[src/rtl/dmem_pkg.sv]
// dmem_pkg: size/error encodings, FSM states and request checker shared by the data-memory access unit.
package dmem_pkg;
  typedef enum logic [1:0] {
    SZ_NONE = 2'b00,
    SZ_WORD = 2'b01,
    SZ_HALF = 2'b10,
    SZ_BYTE = 2'b11
  } size_e;

  typedef enum logic [1:0] {
    ERR_NONE  = 2'b00,
    ERR_ALIGN = 2'b01,
    ERR_RANGE = 2'b10,
    ERR_SIZE  = 2'b11
  } err_e;

  typedef enum logic [1:0] {
    IDLE   = 2'b00,
    ACCESS = 2'b01,
    RESP   = 2'b10
  } state_e;

  // Offset is computed modulo 2^32 so addresses below base wrap high and fail the range test.
  function automatic logic [1:0] check_req(input logic [1:0] size, input logic [31:0] addr,
                                           input logic [31:0] base, input logic [31:0] bytes);
    logic [31:0] off;
    off = addr - base;
    return size == SZ_NONE ? ERR_SIZE :
           off >= bytes ? ERR_RANGE :
           ((size == SZ_WORD && addr[1:0] != 2'b00) || (size == SZ_HALF && addr[0])) ? ERR_ALIGN :
           ERR_NONE;
  endfunction
endpackage

[src/rtl/dmem_access_unit_load_extend.sv]
// load_extend: sign/zero extends a low-aligned memory read lane to 32 bits.
module load_extend
  import dmem_pkg::*;
(
  input  logic [31:0] rdata,
  input  logic [1:0]  size,
  input  logic        is_signed,
  output logic [31:0] data
);
  always_comb begin
    data = size == SZ_BYTE ? {{24{is_signed & rdata[7]}}, rdata[7:0]} :
           size == SZ_HALF ? {{16{is_signed & rdata[15]}}, rdata[15:0]} :
           rdata;
  end
endmodule

[src/rtl/dmem_access_unit.sv]
// dmem_access_unit: MEM-stage initiator issuing one checked load/store per request, with registered
// outputs and a valid/ready response carrying extended load data and an error code.
module dmem_access_unit
  import dmem_pkg::*;
#(
  parameter logic [31:0] BASE_ADDR = 32'h1001_0000,
  parameter int unsigned MEM_BYTES = 4096
) (
  input  logic        clk,
  input  logic        rst_n,
  input  logic        req_valid,
  output logic        req_ready,
  input  logic        req_we,
  input  logic [1:0]  req_size,
  input  logic        req_signed,
  input  logic [31:0] req_addr,
  input  logic [31:0] req_wdata,
  output logic        resp_valid,
  input  logic        resp_ready,
  output logic [31:0] resp_rdata,
  output logic        resp_err,
  output logic [1:0]  resp_err_code,
  output logic        mem_ena,
  output logic        mem_wena,
  output logic [1:0]  mem_wsel,
  output logic [1:0]  mem_rsel,
  output logic [31:0] mem_addr,
  output logic [31:0] mem_wdata,
  input  logic [31:0] mem_rdata
);
  state_e      state, state_nx;
  logic        l_we, l_signed;
  logic [1:0]  l_size;
  logic        accept;
  logic [1:0]  err_in;
  logic [31:0] ext_data;
  logic        req_ready_nx, resp_valid_nx, resp_err_nx, mem_ena_nx, mem_wena_nx;
  logic [1:0]  resp_err_code_nx, mem_wsel_nx, mem_rsel_nx;
  logic [31:0] resp_rdata_nx, mem_addr_nx, mem_wdata_nx;

  assign accept = req_valid && req_ready;
  assign err_in = check_req(req_size, req_addr, BASE_ADDR, 32'(MEM_BYTES));

  load_extend u_ext (
    .rdata    (mem_rdata),
    .size     (l_size),
    .is_signed(l_signed),
    .data     (ext_data)
  );

  always_ff @(posedge clk or negedge rst_n) begin
    if (!rst_n) state <= IDLE;
    else state <= state_nx;
  end

  always_comb begin
    state_nx = (state == IDLE && accept) ? (err_in != ERR_NONE ? RESP : ACCESS) :
               state == ACCESS ? RESP :
               (state == RESP && resp_ready) ? IDLE :
               state;
  end

  // Next values of the registered outputs; memory fields are only loaded on the IDLE->ACCESS edge.
  always_comb begin
    req_ready_nx     = state_nx == IDLE;
    resp_valid_nx    = state_nx == RESP;
    mem_ena_nx       = state_nx == ACCESS;
    mem_wena_nx      = mem_ena_nx && req_we;
    mem_wsel_nx      = mem_wena_nx ? req_size : SZ_NONE;
    mem_rsel_nx      = (mem_ena_nx && !req_we) ? req_size : SZ_NONE;
    mem_addr_nx      = mem_ena_nx ? req_addr : '0;
    mem_wdata_nx     = mem_wena_nx ? req_wdata : '0;
    resp_rdata_nx    = state == ACCESS ? (l_we ? '0 : ext_data) : accept ? '0 : resp_rdata;
    resp_err_nx      = state == ACCESS ? 1'b0 : accept ? (err_in != ERR_NONE) : resp_err;
    resp_err_code_nx = state == ACCESS ? ERR_NONE : accept ? err_in : resp_err_code;
  end

  always_ff @(posedge clk or negedge rst_n) begin
    if (!rst_n) begin
      req_ready     <= 1'b1;
      resp_valid    <= 1'b0;
      resp_rdata    <= '0;
      resp_err      <= 1'b0;
      resp_err_code <= ERR_NONE;
      mem_ena       <= 1'b0;
      mem_wena      <= 1'b0;
      mem_wsel      <= SZ_NONE;
      mem_rsel      <= SZ_NONE;
      mem_addr      <= '0;
      mem_wdata     <= '0;
      l_we          <= 1'b0;
      l_size        <= SZ_NONE;
      l_signed      <= 1'b0;
    end else begin
      req_ready     <= req_ready_nx;
      resp_valid    <= resp_valid_nx;
      resp_rdata    <= resp_rdata_nx;
      resp_err      <= resp_err_nx;
      resp_err_code <= resp_err_code_nx;
      mem_ena       <= mem_ena_nx;
      mem_wena      <= mem_wena_nx;
      mem_wsel      <= mem_wsel_nx;
      mem_rsel      <= mem_rsel_nx;
      mem_addr      <= mem_addr_nx;
      mem_wdata     <= mem_wdata_nx;
      if (accept) begin
        l_we     <= req_we;
        l_size   <= req_size;
        l_signed <= req_signed;
      end
    end
  end
endmodule

[config.mk]
export PLATFORM = sky130hd
export DESIGN_NAME = dmem_access_unit
export DESIGN_NICKNAME = d
export VERILOG_FILES = /design/src/rtl/dmem_pkg.sv /design/src/rtl/dmem_access_unit_load_extend.sv /design/src/rtl/dmem_access_unit.sv
export SDC_FILE = /design/constraint.sdc
export NUM_CORES = 1
export LEC_CHECK = 0
export ABC_CLOCK_PERIOD_IN_PS = 2750
export BUFFER_PORTS_ARGS = -buffer_cell sky130_fd_sc_hd__buf_4
export CORE_MARGIN = 3
export CORE_UTILIZATION = 45
export CTS_CLUSTER_SIZE = 14
export DETAILED_ROUTE_END_ITERATION = 7
export PLACE_DENSITY_LB_ADDON = 0.12
export SLEW_MARGIN = 5
export SYNTH_ARGS = -nofsm -noshare
export SYNTH_HDL_FRONTEND = slang
export SYNTH_SLANG_ARGS = --single-unit
[constraint.sdc]
create_clock -name clk -period 2.75 [get_ports clk]
set_input_delay 0.4125 -clock clk [delete_from_list [all_inputs] [get_ports clk]]
set_output_delay 0.4125 -clock clk [all_outputs]
set_load 0.01 [all_outputs]
==> out/results.tsv, run 1 <==
stage	metric	value	unit
run_status	status	completed	
yosys	synth_cells	386	
yosys	synth.avg_cell_area	11.69	sq um
critical_path	endpoint	mem_rsel[1]	
yosys	syn_area	4513	sq um
sta	timing.final.hold_violations	0	
critical_path	crit_type	input pin to flop	
yosys	synth_top_flop_cell	dfrtp_1	
cells_and_area	final_area	6828	sq um
sta	min_period_over_period	74.31	%
critical_path	slowest_delay	0.53	ns
detailed_routing	ant_nets	0	
grt	grt.overflow.total	0	
yosys	async_flop_share	100.0	%
power_and_ir_drop	p_comb_share	13.0	%
grt	grt_max_degree	56	
detailed_routing	drc	0	
yosys	synth_edf_count	0	
critical_path	critPathCaptureType	flop	
critical_path	r2r_setup_slack	0.71	ns
detailed_routing	highest_layer	met4	
sta	min_period	2.043	ns
clocking	cts_buffers	17	
detailed_routing	drt_wl_total	11940	um
power_and_ir_drop	p_seq_share	41.2	%
grt	grt_antenna_before_repair	0	
die	core_area	9503	sq um
cells_and_area	finalNetCount	717	
critical_path	crit_chain	buf_4, or4_1, or4_4, or2_2, buf_12, nor4_1	
detailed_routing	wl_met1	4665	um
yosys	ys_warn_count	0	
yosys	yosysTopAreaCell	dfrtp_1	
critical_path	worst_ep_arrival_time	2.44	ns
grt	grt_pass1_vias	3675	
sta	worstMarginPinSlew	0.7179	ns
die	row_count	35	
clocking	clkLatencyLatePin	0.50	ns
critical_path	crit_start	req_addr[25]	
cells_and_area	fill_cells	701	
critical_path	r2r-end	resp_rdata[25]	
place	dpl.hpwl	8573	um
power_and_ir_drop	power_density	636.6	nW/um^2
die	ioPinCount	211	
clocking	cts.sinks	113	
die	fp.dieW	106.1	um
cells_and_area	layout_commonest_cell	buf_4	
die	die_h	106.1	um
critical_path	cp.required	3.14	ns
place	routabilityCongestion	0.7500	
power_and_ir_drop	peakVddDrop	0.0004347	V
cells_and_area	utilization	71.85	%
detailed_routing	viasPerCell	4.928	
die	die_area	11270	sq um
clocking	clockRootBuffer	clkbuf_8	
detailed_routing	wl_per_cell	15.81	um
cells_and_area	n_antenna_cell	0	
critical_path	r2r-start	state[1]	
run	max_cap_viol_count	0	
sta	tns	0	ns
sta	grt_setup_unrepaired	no	
place	dpl_cell_area	6267	sq um
cells_and_area	final_cell_mix	buf_4, dfrtp_1, nand2_1	
power_and_ir_drop	p_clk_share	45.7	%
sta	setup_viol	0	
critical_path	cp-start-kind	input pin	
power_and_ir_drop	power.internal	3156	uW
sta	slew_headroom	51.97	%
detailed_routing	drtIter0Drc	137	
yosys	synth_top_area_share	62.10	%
power_and_ir_drop	swShare	27.39	%
clocking	holdBufCountCts	1	
clocking	clkSlewWorstSetupHoldPaths	0.06	ns
clocking	cts_tree	built	
critical_path	cp_slowest_cell	or4_1	
grt	gr-usage-all-layers	21.26	%
clocking	htreeDepth	4	
sta	fmax	489.4	MHz
sta	final_max_slew_viol_count	0	
detailed_routing	routed-wl-met2	6080	um
grt	grt_pass1_wl	18720	um
yosys	synth_cell_types	34	
cells_and_area	synthToLayoutAreaGrowth	51.29	%
hold_path	hp-class	input pin to flop	
power_and_ir_drop	p_leak	0.003347	uW
detailed_routing	drt_pass1_iterations	4	
cells_and_area	drive_above_1_share	48.24	%
clocking	cts_resized	0	
clocking	post_cts_buffers	0	
yosys	yosys-top-cells-area	dfrtp_1, nor4_2, nand2_1	
yosys	synth.ff_latch_count	113	
detailed_routing	dr_wl_met3	1023	um
clocking	clockBufferDepth	2	
place	io_buffers	210	
sta	fin_skew	0.01031	ns
critical_path	r2r_cells	4	
critical_path	cp_max_fo	50	
die	start_util	47.49	%
sta	holdWs	0.1328	ns
power_and_ir_drop	p_switching	1191	uW
yosys	ys_seq_area_share	62.68	%
detailed_routing	vias	3721	
==> cells in the mapped netlist (all sizes together), types with 2 or more instances <==
| cell type | number |
|---|---|
| a21oi | 4 |
| a22o | 9 |
| and2 | 3 |
| buf | 11 |
| clkbuf | 17 |
| dfrtp | 112 |
| inv | 15 |
| nand2 | 75 |
| nor2 | 30 |
| nor2b | 2 |
| nor3 | 6 |
| nor4 | 51 |
| o21ai | 31 |
| o31ai | 2 |
| or4 | 3 |
==> flip-flops by register name, indices dropped and copies added (netlist names) <==
name / cells
mem_ena: 1
l_signed: 1
resp_err: 1
mem_wena: 1
req_ready: 1
resp_err_code: 2
mem_rsel: 2
mem_addr: 32
l_we: 1
state: 2
mem_wdata: 32
resp_valid: 1
mem_wsel: 2
l_size: 2
resp_rdata: 32
==> stage by stage <==
step / power, uW / setup WS [ns] / cells
floorplan: 2101 / 0.5712 / 403
global placement: 2374 / 0.2923 / 722
detailed placement: 2388 / 0.2144 / 722
CTS: 4392 / 0.6733 / 755
global route: 4554 / 0.5081 / 755
finish: 4346 / 0.7066 / 755
==> worst max-delay path: cells and delay by family <==
family,cells,cell delay (ns)
and+or+nand+nor,4,1.67
buffers and inverters,2,0.34
==> power by group through the flow <==
stage          Combinational [uW]  Sequential [uW]  Clock, uW
6_report                      566             1790       1990
3_5_place_dp                  568             1820          0
4_1_cts                       571             1790       2030
5_1_grt                       622             1800       2130
2_1_floorplan                 299             1800          0
3_3_place_gp                  558             1820          0
==> cell families (layout without fill, tap and decap cells) <==
group                  count (synthesis)  count (layout)  synth area share [%]
AOI/OAI and AO/OA                     51              51                 6.848
buffers and inverters                 43             266                 4.574
DFF                                  113             113                 62.68
muxes                                  1               1                0.2218
other                                  1              18               0.08309
and+or+nand+nor                      177             177                 25.59
==> routing by layer <==
metal / global-route usage (%) / vias to the layer above
met5: 0 / -
met4: 6.568 / 0
met3: 7.893 / 15
met2: 34.93 / 153
met1: 26.14 / 1785
li1: - / 1768
==> worst min-delay path by stage <==
stage          slack [ns]  cells past startpoint           start             end
2_1_floorplan        0.12                      0           rst_n        l_signed
3_3_place_gp         0.46                      2   resp_rdata[9]   resp_rdata[9]
3_5_place_dp         0.47                      2  resp_rdata[24]  resp_rdata[24]
4_1_cts              0.11                      2    mem_rdata[5]   resp_rdata[5]
5_1_grt              0.12                      2    mem_rdata[0]   resp_rdata[0]
6_report             0.13                      2    mem_rdata[5]   resp_rdata[5]
==> layout make-up <==
class | count | area [sq um] | area share (%)
flip-flops and latches | 113 | 2829 | 41.43
well taps | 129 | 161.4 | 2.364
multi-input cells | 247 | 1546 | 22.65
inverters | 15 | 56.30 | 0.8246
clock inverters | 15 | 136.4 | 1.997
repair buffers | 219 | 1684 | 24.67
clock buffers | 17 | 414.1 | 6.066
No activity file was read; power rests on OpenSTA's default activity.
==> run 2: changes to the inputs <==
--- a/config.mk
+++ b/config.mk
@@ -5,7 +5,7 @@
 export SDC_FILE = /design/constraint.sdc
 export NUM_CORES = 1
 export LEC_CHECK = 0
-export ABC_CLOCK_PERIOD_IN_PS = 2750
+export ABC_CLOCK_PERIOD_IN_PS = 1900
 export BUFFER_PORTS_ARGS = -buffer_cell sky130_fd_sc_hd__buf_4
 export CORE_MARGIN = 3
 export CORE_UTILIZATION = 45
==> constraint.sdc (replaced) <==
create_clock -name clk -period 1.9 [get_ports clk]
set_input_delay 0.285 -clock clk [delete_from_list [all_inputs] [get_ports clk]]
set_output_delay 0.285 -clock clk [all_outputs]
set_load 0.01 [all_outputs]
==> out/results.tsv, run 2 (synthesis results as in run 1) <==
stage	metric	value	unit	change
place	dp_cells	733		was 722
place	io_buffers	210		unchanged
clocking	clockBufferDepth	2		unchanged
detailed_routing	wl_per_cell	15.57	um	was 15.81 um
grt	grt_pass1_wl	19890	um	was 18720 um
power_and_ir_drop	p_switching	1813	uW	was 1191 uW
sta	timing.final.hold_violations	0		unchanged
detailed_routing	drc	0		unchanged
die	fp.dieW	106.1	um	unchanged
cells_and_area	final_cell_mix	buf_4, dfrtp_1, nand2_1		unchanged
critical_path	r2r_cells	5		was 4
hold_path	min_path_cells	3		was 2
power_and_ir_drop	p_comb_share	13.8	%	was 13.0%
cells_and_area	instances_no_fill	780		was 755
critical_path	r2r-start	req_ready		was state[1]
detailed_routing	viasPerCell	4.910		was 4.928
sta	final_max_slew_viol_count	0		unchanged
hold_path	hp-start	req_addr[8]		was mem_rdata[5]
grt	grt_antenna_before_repair	0		unchanged
run_status	status	completed		unchanged
critical_path	r2r-end	mem_wdata[10]		was resp_rdata[25]
sta	fin_skew	0.007839	ns	was 0.01031 ns
place	routabilityCongestion	0.7931		was 0.7500
power_and_ir_drop	swShare	27.50	%	was 27.39%
sta	tns	0	ns	unchanged
sta	setup_viol	0		unchanged
critical_path	critPathCaptureType	flop		unchanged
critical_path	r2r_setup_slack	0.23	ns	was 0.71 ns
critical_path	cp.required	2.31	ns	was 3.14 ns
detailed_routing	ant_nets	0		unchanged
detailed_routing	vias	3830		was 3721
clocking	clockRootBuffer	clkbuf_8		unchanged
cells_and_area	finalNetCount	742		was 717
hold_path	min_to	mem_addr[8]		was resp_rdata[5]
detailed_routing	drt_wl_total	12140	um	was 11940 um
critical_path	cp-start-kind	input pin		unchanged
clocking	clkLatencyLatePin	0.50	ns	about the same
power_and_ir_drop	peakVddDrop	0.0006912	V	was 0.0004347 V
sta	grt_setup_unrepaired	no		unchanged
clocking	cts.sinks	113		unchanged
cells_and_area	layout_commonest_cell	buf_4		unchanged
clocking	cts_buffers	17		unchanged
die	core_area	9503	sq um	unchanged
grt	grt_pass1_vias	3962		was 3675
cells_and_area	reg_top3	mem_addr: 32 flops, mem_wdata: 32 flops, resp_rdata: 32 flops		unchanged
clocking	clkSlewWorstSetupHoldPaths	0.06	ns	about the same
clocking	post_cts_buffers	0		unchanged
run	max_cap_viol_count	0		unchanged
hold_path	hp-class	input pin to flop		unchanged
power_and_ir_drop	p_seq_share	38.7	%	was 41.2%
cells_and_area	n_antenna_cell	0		unchanged
critical_path	crit_type	input pin to flop		unchanged
cells_and_area	synthToLayoutAreaGrowth	57.69	%	was 51.29%
critical_path	worst_ep_arrival_time	2.20	ns	was 2.44 ns
grt	grt.overflow.total	0		unchanged
die	start_util	47.49	%	unchanged
power_and_ir_drop	p_clk_share	47.4	%	was 45.7%
grt	gr-usage-all-layers	22.23	%	was 21.26%
clocking	htreeDepth	4		unchanged
detailed_routing	drt_pass1_iterations	4		unchanged
die	row_count	35		unchanged
sta	fmax	558.1	MHz	
detailed_routing	drtIter0Drc	170		was 137
die	die_area	11270	sq um	unchanged
grt	grt_max_degree	53		was 56
place	dpl.hpwl	8416	um	was 8573 um
sta	min_period_over_period	94.30	%	
power_and_ir_drop	totalPowerFinal	6592	uW	was 4346 uW
sta	min_period	1.792	ns	
die	die_h	106.1	um	unchanged
power_and_ir_drop	power.internal	4779	uW	was 3156 uW
clocking	cts_tree	built		unchanged
die	ioPinCount	211		unchanged
cells_and_area	drive_above_1_share	48.23	%	was 48.24%
critical_path	cp_max_fo	12		was 50
power_and_ir_drop	power_density	926.2	nW/um^2	was 636.6 nW/um^2
power_and_ir_drop	p_leak	0.003504	uW	was 0.003347 uW
run 2: area by class of cell:
type                       count  area, sq um
sequential                   113         2829
fill                         685         2386
timing repair buffer         244         1932
multi-input combinational    247         1551
clock buffer                  17        414.1
clock inverter                15        172.7
tap                          129        161.4
inverter                      15        56.30
run 2: worst max-delay path by stage:
stage                  from       endpoint  slack, ns  cells after the start
6_report       req_addr[25]  mem_wdata[30]       0.11                      6
5_1_grt           req_ready  mem_wdata[31]       0.02                      5
4_1_cts        req_addr[25]       state[0]       0.07                      7
3_5_place_dp   req_addr[25]       state[0]      -0.45                      7
3_3_place_gp   req_addr[25]       state[0]      -0.41                      7
2_1_floorplan  req_addr[25]   mem_wdata[7]      -0.13                      6
run 2: metal layers:
layer	part of all wire [%]	track usage, %	vias up	routed length (um)
li1	-	-	1819	-
met1	40	28.44	1852	4903
met2	50	35.84	136	6088
met3	7.3	6.740	23	881
met4	2.2	8.048	0	268
met5	0	0	-	0
run 2: stage by stage:
| step | hold WS (ns) | setup slack [ns] | util, % | instance area [sq um] |
|---|---|---|---|---|
| global route | 0.003517 | 0.02488 | 74.89 | 7117 |
| global placement | 0.2706 | -0.4078 | 67.14 | 6380 |
| finish | 0.02221 | 0.1083 | 74.89 | 7117 |
| CTS | 0.0005425 | 0.07429 | 74.79 | 7107 |
| floorplan | -0.01059 | -0.1310 | - | 4586 |
| detailed placement | 0.2725 | -0.4525 | 67.14 | 6380 |
run 2: critical path, cell delays in order:
cell	delay (ns)
buf_4	0.11
or4_1	0.52
or4_4	0.42
or2_2	0.36
buf_4	0.23
nor4_2	0.27
run 2: power by group through the flow:
stage	registers, uW	clock network (uW)	logic (uW)
floorplan	2610	0	434
global placement	2590	0	872
detailed placement	2600	0	889
CTS	2550	3180	919
global route	2560	3330	1010
finish	2550	3130	913
run 2: timing repair:
item / CTS / global route
hold endpoints to repair: 47 / 1
gates resized for setup: 0 / 0
hold buffers: 14 / 1
==> run 3: changes to the inputs <==
--- a/config.mk
+++ b/config.mk
@@ -8,7 +8,7 @@
 export ABC_CLOCK_PERIOD_IN_PS = 1900
 export BUFFER_PORTS_ARGS = -buffer_cell sky130_fd_sc_hd__buf_4
 export CORE_MARGIN = 3
-export CORE_UTILIZATION = 45
+export CORE_UTILIZATION = 46
 export CTS_CLUSTER_SIZE = 14
 export DETAILED_ROUTE_END_ITERATION = 7
 export PLACE_DENSITY_LB_ADDON = 0.12
==> out/results.tsv, run 3 (synthesis results as in run 1) <==
stage	metric	value	unit	change
critical_path	cp-start-kind	input pin		unchanged
clocking	cts.sinks	113		unchanged
sta	setup_viol	0		unchanged
grt	use_met2	36.89	%	was 35.84%
power_and_ir_drop	p_comb_share	13.9	%	was 13.8%
clocking	cts_resized	0		unchanged
die	fp.dieW	105.1	um	was 106.1 um
power_and_ir_drop	p_clk_share	47.2	%	was 47.4%
sta	min_period_over_period	93.56	%	was 94.30%
place	io_buffers	210		unchanged
power_and_ir_drop	power.internal	4829	uW	was 4779 uW
sta	fin_skew	0.01988	ns	was 0.007839 ns
critical_path	cp_max_fo	4		was 12
grt	met3_usage	7.227	%	was 6.740%
detailed_routing	drtIter0Drc	193		was 170
grt	grt_antenna_before_repair	0		unchanged
power_and_ir_drop	power_density	929.8	nW/um^2	was 926.2 nW/um^2
clocking	post_cts_buffers	0		unchanged
critical_path	cp_slowest_cell	or4_1		unchanged
cells_and_area	drive_above_1_share	48.84	%	was 48.23%
critical_path	r2r-start	req_ready		unchanged
sta	final_max_slew_viol_count	0		unchanged
clocking	holdBufCountCts	9		was 14
detailed_routing	wl_per_cell	15.75	um	was 15.57 um
grt	grt_pass1_vias	3963		was 3962
critical_path	slowest_delay	0.50	ns	was 0.52 ns
clocking	clockRootBuffer	clkbuf_8		unchanged
place	routabilityCongestion	0.8057		was 0.7931
power_and_ir_drop	swShare	26.51	%	was 27.50%
grt	grt_pass1_wl	19840	um	was 19890 um
sta	fmax	562.5	MHz	was 558.1 MHz
cells_and_area	final_area	7067	sq um	was 7117 sq um
clocking	cts_buffers	17		unchanged
cells_and_area	n_antenna_cell	0		unchanged
cells_and_area	utilization	75.41	%	was 74.89%
critical_path	worst_ep_arrival_time	2.20	ns	about the same
detailed_routing	ant_nets	0		unchanged
detailed_routing	drc	0		unchanged
sta	worstMarginPinSlew	0.5538	ns	
critical_path	cp.required	2.32	ns	was 2.31 ns
critical_path	crit_start	req_addr[25]		unchanged
place	dpl_cell_area	6382	sq um	was 6380 sq um
clocking	clkLatencyLatePin	0.50	ns	about the same
grt	gr-usage-met1	28.06	%	was 28.44%
detailed_routing	vias	3826		was 3830
clocking	clkSlewWorstSetupHoldPaths	0.06	ns	about the same
grt	grt.overflow.total	0		unchanged
grt	grt_max_degree	52		was 53
die	die_area	11040	sq um	was 11270 sq um
die	die_h	105.1	um	was 106.1 um
sta	timing.final.hold_violations	0		unchanged
run_status	status	completed		unchanged
clocking	clockBufferDepth	2		unchanged
sta	min_period	1.778	ns	was 1.792 ns
cells_and_area	finalNetCount	738		was 742
hold_path	hp-start	req_addr[4]		was req_addr[8]
die	start_util	48.16	%	was 47.49%
die	row_count	35		unchanged
cells_and_area	layout_commonest_cell	buf_4		unchanged
detailed_routing	viasPerCell	4.930		was 4.910
grt	grt.busiest_layer	met2		unchanged
cells_and_area	final_cell_mix	buf_4, dfrtp_1, nand2_1		unchanged
sta	grt_setup_unrepaired	no		unchanged
power_and_ir_drop	p_seq_share	38.9	%	was 38.7%
critical_path	crit_chain	buf_4, or4_1, or4_4, buf_4, nor4b_1, buf_4, a31o_1		was buf_4, or4_1, or4_4, or2_2, buf_4, nor4_2
power_and_ir_drop	peakVddDrop	0.0006766	V	was 0.0006912 V
detailed_routing	drt_pass1_iterations	5		was 4
power_and_ir_drop	totalPowerFinal	6571	uW	was 6592 uW
power_and_ir_drop	p_switching	1742	uW	was 1813 uW
detailed_routing	drt_wl_total	12220	um	was 12140 um
power_and_ir_drop	p_leak	0.003479	uW	was 0.003504 uW
cells_and_area	reg_top3	mem_addr: 32 flops, mem_wdata: 32 flops, resp_rdata: 32 flops		unchanged
hold_path	hp-class	input pin to flop		unchanged
clocking	cts_tree	built		unchanged
critical_path	crit_path_frequent_cell	buf_4		unchanged
die	ioPinCount	211		unchanged
critical_path	crit_type	input pin to flop		unchanged
grt	gr-usage-all-layers	22.48	%	was 22.23%
cells_and_area	synthToLayoutAreaGrowth	56.58	%	was 57.69%
critical_path	critPathCaptureType	flop		unchanged
clocking	htreeDepth	4		unchanged
sta	tns	0	ns	unchanged
run	max_cap_viol_count	0		unchanged
sta	slew_headroom	63.08	%	
place	dpl.hpwl	8599	um	was 8416 um
die	core_area	9371	sq um	was 9503 sq um
[run 3: changes by cell type in the layout (fill, tap and decap cells not counted), moves of 2 or more]
cell | before | now
inv_6 | 6 | 4
clkbuf_8 | 1 | 3
dlygate4sd3_1 | 15 | 9
clkinv_4 | 2 | 4
inv_8 | 2 | 0
buf_4 | 224 | 227
[run 3: worst max-delay path, delay by kind of cell]
family                 cells  cell delay (ns)
and+or+nand+nor            3             1.32
AOI/OAI and AO/OA          1             0.13
buffers and inverters      3             0.46
[run 3: power by group through the flow]
stage / clock network, uW / registers, uW / logic [uW]
2_1_floorplan: 0 / 2610 / 434
3_3_place_gp: 0 / 2590 / 880
3_5_place_dp: 0 / 2600 / 895
4_1_cts: 3160 / 2560 / 919
5_1_grt: 3290 / 2570 / 1010
6_report: 3100 / 2560 / 912
[run 3: per-stage QoR]
stage          setup WS [ns]  std cells  hold WS (ns)
3_3_place_gp         -0.4130        735        0.2485
5_1_grt              0.05992        776      0.002585
2_1_floorplan        -0.1310        403      -0.01059
4_1_cts               0.1285        776   0.000004108
6_report              0.1223        776       0.02593
3_5_place_dp         -0.4017        735        0.2630
[run 3: area by class of cell]
cell class | instances | area [sq um]
clock buffer | 19 | 441.7
clock inverter | 13 | 152.6
fill | 702 | 2305
inverter | 15 | 56.30
multi-input combinational | 247 | 1551
sequential | 113 | 2829
tap | 129 | 161.4
timing repair buffer | 240 | 1874
[run 3: path summary, 6_finish.rpt]
check / end / slack (ns) / cells past startpoint
min in group asynchronous: resp_rdata[13] / 0.27 / 2
max in group asynchronous: req_ready / 0.92 / 3
worst min register to register: resp_rdata[10] / 0.48 / 2
worst max register to register: mem_rsel[1] / 0.32 / 5
worst min-delay path: mem_addr[4] / 0.03 / 3
worst max-delay path: state[0] / 0.12 / 7
[run 3: layer usage]
layer  wire length (um)  vias up  part of all wire (%)
li1                   -     1807                     -
met1               4723     1854                    39
met2               6384      145                    52
met3                890       20                   7.3
met4                224        0                   1.8
met5                  0        -                     0
